<file path="src/rtl/gbht_predict_ctrl.sv">
// gshare BHT controller: clears the 4096x128 pattern array after reset,
// serves predictions, and does RMW counter updates. Optional: GBHT_SPEC_GHR_EN.
module gbht_predict_ctrl #(
    parameter int GHR_W = 12,
    parameter int ROW_W = 128
) (
    input  logic             clk,
    input  logic             rst_n,
    input  logic             pred_req,
    input  logic [15:0]      pred_pc,
    output logic             pred_valid,
    output logic             pred_taken,
    output logic [GHR_W-1:0] pred_ghr,
    input  logic             upd_valid,
    output logic             upd_ready,
    input  logic [15:0]      upd_pc,
    input  logic [GHR_W-1:0] upd_ghr,
    input  logic             upd_taken,
    input  logic             upd_mispredict,
    output logic             init_busy,
    output logic [11:0]      arr_index,
    output logic [11:0]      arr_index_in,
    output logic             arr_write,
    output logic [ROW_W-1:0] arr_datain,
    input  logic [ROW_W-1:0] arr_rdataout,
    input  logic [ROW_W-1:0] arr_dataout
);

    localparam logic [1:0] S_INIT = 2'd0;
    localparam logic [1:0] S_IDLE = 2'd1;
    localparam logic [1:0] S_RD   = 2'd2;
    localparam logic [1:0] S_WR   = 2'd3;

    logic [1:0]       state_q, state_d;
    logic [11:0]      cnt_q, cnt_d;
    logic [GHR_W-1:0] ghr_q, ghr_d;
    logic [15:0]      upc_q, upc_d;
    logic [GHR_W-1:0] ughr_q, ughr_d;
    logic             utk_q, utk_d;
    logic             umis_q, umis_d;
    logic [ROW_W-1:0] row_q, row_d;

    logic [11:0]      upd_idx;
    logic [5:0]       upd_sel;
    logic [1:0]       old_cnt;
    logic [1:0]       new_cnt;
    logic [ROW_W-1:0] wr_row;
    logic [ROW_W-1:0] pred_row;
    logic [5:0]       pred_sel;
    logic             in_wr;
    logic             in_init;

    // Row index: zero-extended history XOR pc[15:7].
    function automatic logic [11:0] row_idx(
        input logic [15:0]      pc,
        input logic [GHR_W-1:0] g
    );
        logic [11:0] gx;
        gx = '0;
        gx[GHR_W-1:0] = g;
        return gx ^ {3'b000, pc[15:7]};
    endfunction

    // Shift one outcome into a history; degenerates to g <= b for width 1.
    function automatic logic [GHR_W-1:0] ghr_shift(
        input logic [GHR_W-1:0] g,
        input logic             b
    );
        logic [GHR_W-1:0] s;
        s = g << 1;
        s[0] = b;
        return s;
    endfunction

    // Two-bit saturating counter step.
    function automatic logic [1:0] sat_step(
        input logic [1:0] c,
        input logic       t
    );
        logic [1:0] r;
        r = c;
        if (t && c != 2'd3) begin
            r = c + 2'd1;
        end else if (!t && c != 2'd0) begin
            r = c - 2'd1;
        end
        return r;
    endfunction

    assign in_wr   = (state_q == S_WR);
    assign in_init = (state_q == S_INIT);

    // Update-side hash and modified row.
    always_comb begin
        upd_idx = row_idx(upc_q, ughr_q);
        upd_sel = upc_q[6:1];
        old_cnt = row_q[{upd_sel, 1'b0} +: 2];
        new_cnt = sat_step(old_cnt, utk_q);
        wr_row  = row_q;
        wr_row[{upd_sel, 1'b0} +: 2] = new_cnt;
    end

    // Array write port: clear sweep in INIT, modified row in WR.
    always_comb begin
        arr_index_in = upd_idx;
        arr_datain   = '0;
        if (in_init) begin
            arr_index_in = cnt_q;
        end else if (in_wr) begin
            arr_datain = wr_row;
        end
    end

    // Reset gating makes the write enable fall the moment reset asserts.
    assign arr_write = rst_n & (in_init | in_wr);
    assign upd_ready = (state_q == S_IDLE);
    assign init_busy = in_init;

    // Prediction path with bypass of the row being written this cycle.
    always_comb begin
        arr_index = row_idx(pred_pc, ghr_q);
        pred_sel  = pred_pc[6:1];
        pred_row  = arr_rdataout;
        if (in_wr && arr_index == arr_index_in) begin
            pred_row = arr_datain;
        end
        pred_taken = pred_row[{pred_sel, 1'b1}];
    end

    assign pred_valid = pred_req & ~in_init;
    assign pred_ghr   = ghr_q;

    // Sequencer next state and update-register capture.
    always_comb begin
        state_d = state_q;
        cnt_d   = cnt_q;
        upc_d   = upc_q;
        ughr_d  = ughr_q;
        utk_d   = utk_q;
        umis_d  = umis_q;
        row_d   = row_q;
        unique case (state_q)
            S_INIT: begin
                cnt_d = cnt_q + 12'd1;
                if (cnt_q == 12'hFFF) begin
                    state_d = S_IDLE;
                end
            end
            S_IDLE: begin
                if (upd_valid) begin
                    upc_d   = upd_pc;
                    ughr_d  = upd_ghr;
                    utk_d   = upd_taken;
                    umis_d  = upd_mispredict;
                    state_d = S_RD;
                end
            end
            S_RD: begin
                row_d   = arr_dataout;
                state_d = S_WR;
            end
            S_WR: begin
                state_d = S_IDLE;
            end
            default: begin
                state_d = S_INIT;
            end
        endcase
    end

    // Global history next value.
    always_comb begin
        ghr_d = ghr_q;
`ifdef GBHT_SPEC_GHR_EN
        if (pred_valid) begin
            ghr_d = ghr_shift(ghr_q, pred_taken);
        end
        if (in_wr && umis_q) begin
            ghr_d = ghr_shift(ughr_q, utk_q);
        end
`else
        if (in_wr) begin
            ghr_d = ghr_shift(ghr_q, utk_q);
        end
`endif
    end

    // State registers; reset aborts any sweep or pending update.
    always_ff @(posedge clk or negedge rst_n) begin
        if (!rst_n) begin
            state_q <= S_INIT;
            cnt_q   <= '0;
            ghr_q   <= '0;
            upc_q   <= '0;
            ughr_q  <= '0;
            utk_q   <= 1'b0;
            umis_q  <= 1'b0;
            row_q   <= '0;
        end else begin
            state_q <= state_d;
            cnt_q   <= cnt_d;
            ghr_q   <= ghr_d;
            upc_q   <= upc_d;
            ughr_q  <= ughr_d;
            utk_q   <= utk_d;
            umis_q  <= umis_d;
            row_q   <= row_d;
        end
    end

    logic unused_bits;
    assign unused_bits = ^{pred_pc[0], upc_q[0], umis_q};

endmodule

</file>
<file path="config.mk">
export PLATFORM = sky130hd
export DESIGN_NAME = gbht_predict_ctrl
export DESIGN_NICKNAME = d
export VERILOG_FILES = /design/src/rtl/gbht_predict_ctrl.sv
export SDC_FILE = /design/constraint.sdc
export NUM_CORES = 1
export LEC_CHECK = 0
export CORE_MARGIN = 4
export CORE_UTILIZATION = 30
export CTS_CLUSTER_SIZE = 28
export DETAILED_ROUTE_END_ITERATION = 10
export PLACE_DENSITY = 0.65
export SYNTH_ARGS = -nofsm -noshare
export SYNTH_HDL_FRONTEND = slang
export SYNTH_SLANG_ARGS = --single-unit
</file>
<file path="constraint.sdc">
create_clock -name clk -period 6.62 [get_ports clk]
set_input_delay 1.324 -clock clk [delete_from_list [all_inputs] [get_ports clk]]
set_output_delay 1.324 -clock clk [all_outputs]
set_load 0.005 [all_outputs]
</file>
==> flow_summary.ini <==
[synth]
syn_inst = 1301
yosys.cell_types.count = 69
synth-seq-cells = 182
syn_nets = 1616
yosys_warnings = 0
ys_async_sr_fraction = 1.000
syn_area_per_cell_um2 = 9.646
ys_seq_area_frac = 0.3629
synth.cell_area_mm2 = 0.01255
synthTopCellsByArea = dfrtp_1, mux2_2, mux2i_1
yosysTopAreaCellShare = 0.3629
ys.flop_type = dfrtp_1
synth_top_area_cell = dfrtp_1
synth-edff-count = 0

[setup_path]
end_kind = primary output
crit_chain = buf_6, buf_12, mux4_2, mux4_2, mux4_2, inv_2, ha_4, nor2_4, a22oi_2, o31a_1, buf_12, mux2_4, mux4_2, o2bb2a_4, o21ai_2, nor4b_4, or4_4, buf_6
cp_max_fo = 6
critPathBufInv = 5
path_class = flop to primary output
cp_slowest_cell = mux4_2
worst_ep_required_time_ns = 5.30
critPathTopFamily = multiplexers
arrival_ns = 5.42
start_kind = flop
max_stage_delay_ns = 0.56
crit_top_cell = mux4_2

[job]
maxCapViolCount = 0

[run_status]
status = complete, but fails checks
violations = negative setup slack

[sta]
drv_slew = 0
finClkSkew_ns = 0.008955
tightestPinTransition_ns = 1.012
hold_violations = 0
layout_setup_ws_ns = -0.1212
fmax_ghz = 0.1483
max_slew_margin = 0.3254
rsz0062_at_grt = true
setup_tns_ns = -0.1212
fin_hold_ws_ns = 0.5038
fin_crit_sh = 1.018
setup_viol_count_final = 1
fin_crit_ns = 6.741

[global_route]
grt_max_degree = 80
globalRoute.totalOverflow = 0
groute.usage.overall = 0.2627
grt_pass1_wl_um = 87640
antenna_found_initial = 7
grt_pass1_vias = 13273

[cts]
cts.reportedPaths.clkPinSlew_ns = 0.07
cts_tree = yes
cts-root-buf = clkbuf_16
clock_sinks = 182
htreeDepth = 4
clockBufferDepth = 2
cts_hold_buf = 0
cts_buffers = 17
clk_latency_ns = 0.47

[die]
rows = 74
io-pin-count = 475
dieArea_mm2 = 0.04517
start_util = 0.3053
core_area_mm2 = 0.04111
die_x_um = 212.5
die_h_um = 212.5

[routing]
via_per_inst = 5.557
vias = 13049
firstDrtPassIters = 6
drc = 0
initialDrtViolationCount = 1131
wl_per_cell_um = 26.14
wl_um = 61370
antenna_left = 0

[layout]
area_growth_pct = 53.91
fillers = 3954
drive_above_1_share = 0.2683
num-nets-final = 2117

[place]
portBuffers = 407
hpwl_um = 48070
globalplace.congestion = 0.9533

[power]
p_per_area_mw_per_mm2 = 124.5
ir_drop_v = 0.0001449
p_leak_nw = 7.793

[worst_hold_path]
hp-class = flop to flop
worst register-to-register path: stages (launching register included):
cell and delay [ns]:
dfrtp_1 0.43, inv_1 0.14, ha_4 0.66, buf_4 0.88, mux2_2 0.54
cells by family (layout without fill, tap and decap cells):
| logic type | Yosys count | count (layout) | synth area share |
|---|---|---|---|
| other cells | 0 | 1 | 0 |
| simple gates | 473 | 473 | 0.1740 |
| flops | 182 | 182 | 0.3629 |
| compound gates | 173 | 173 | 0.09302 |
| mux | 294 | 294 | 0.2873 |
| buf+inv | 126 | 640 | 0.04307 |
| fa+ha+maj | 9 | 9 | 0.008973 |
| xor+xnor | 44 | 44 | 0.03071 |
Yosys cell counts, drive strengths merged (10+ instances only):
cell	number
a211oi	21
a21oi	41
buf	31
clkbuf	71
dfrtp	182
inv	22
mux2	180
mux2i	79
mux4	35
nand2	70
nand2b	11
nand3	15
nor2	195
nor3	115
o21ai	45
or2	10
xnor2	28
xor2	16
timing repair:
action	4_1_cts	5_1_grt
endpoints found under the hold margin	0	0
pin swaps	8	22
setup endpoints to repair	1	3
resized for setup	39	34
cloned	2	2
setup buffers	16	2
layer usage:
layer / routed length, um / global-route usage / share of wire
met5: 95 / 0 / 0.0015
met4: 1794 / 0.08263 / 0.029
met3: 5995 / 0.06950 / 0.098
met2: 29390 / 0.4422 / 0.48
met1: 24100 / 0.3311 / 0.39
per-stage QoR:
step	instance area, um2	total power, W	util	setup WS, ns	instances
after global routing	19310	0.002488	0.4698	-0.2792	2347
after floorplan	12550	0.001187	-	0.3699	1301
after detailed placement	18220	0.001410	0.4433	-0.2863	2295
after CTS	19140	0.002426	0.4656	-0.1877	2345
final	19310	0.002406	0.4698	-0.1212	2348
after global placement	18220	0.001409	0.4433	-0.3054	2295
layout make-up:
| type | count | area [um2] | area share |
|---|---|---|---|
| multi-input cells | 993 | 7766 | 0.4021 |
| clock inverters | 13 | 121.4 | 0.006284 |
| diodes | 1 | 2.502 | 0.0001296 |
| clock buffers | 19 | 432.9 | 0.02241 |
| flip-flops and latches | 182 | 4557 | 0.2359 |
| repair buffers | 584 | 5677 | 0.2939 |
| well taps | 532 | 665.6 | 0.03446 |
| inverters | 24 | 92.59 | 0.004794 |
report_power, final:
group / switching [W] / internal [W] / total [W]
registers: 0 / 0.00111 / 0.00111
logic: 0.000115 / 0.000171 / 0.000286
clock network: 0.000486 / 0.000523 / 0.00101
total: 0.000601 / 0.00180 / 0.00241
worst paths after layout:
check                           start          to  cells past startpoint  slack (ns)
max                          upc_q[1]  pred_taken                     18       -0.12
min                          cnt_q[8]    cnt_q[8]                      1        0.50
max reg2reg                state_q[0]  row_q[113]                      4        3.84
min reg2reg                  cnt_q[8]    cnt_q[8]                      1        0.50
max in group asynchronous       rst_n   row_q[73]                      3        3.76
min in group asynchronous       rst_n   ughr_q[5]                      1        0.90
flip-flops by register name (all words and copies together), names as in the netlist:
register	count
cnt_q	12
ughr_q	12
utk_q	1
state_q	2
upc_q	15
row_q	128
pred_ghr	12
cells in the final DEF, fill, tap and decap left out, types with 9 or more instances in the layout:
cell	count
nand2b_1	10
clkdlybuf4s50_1	404
a21oi_1	39
inv_1	19
mux2_2	178
mux2i_1	68
nor2_1	192
xor2_1	15
o21ai_1	9
a211oi_1	20
xnor2_1	28
nand3_1	15
mux4_2	35
dfrtp_1	180
buf_4	154
clkbuf_16	19
o21ai_0	34
buf_12	14
nand2_1	70
nor3_1	109
No activity file was read; power rests on OpenSTA's default activity.
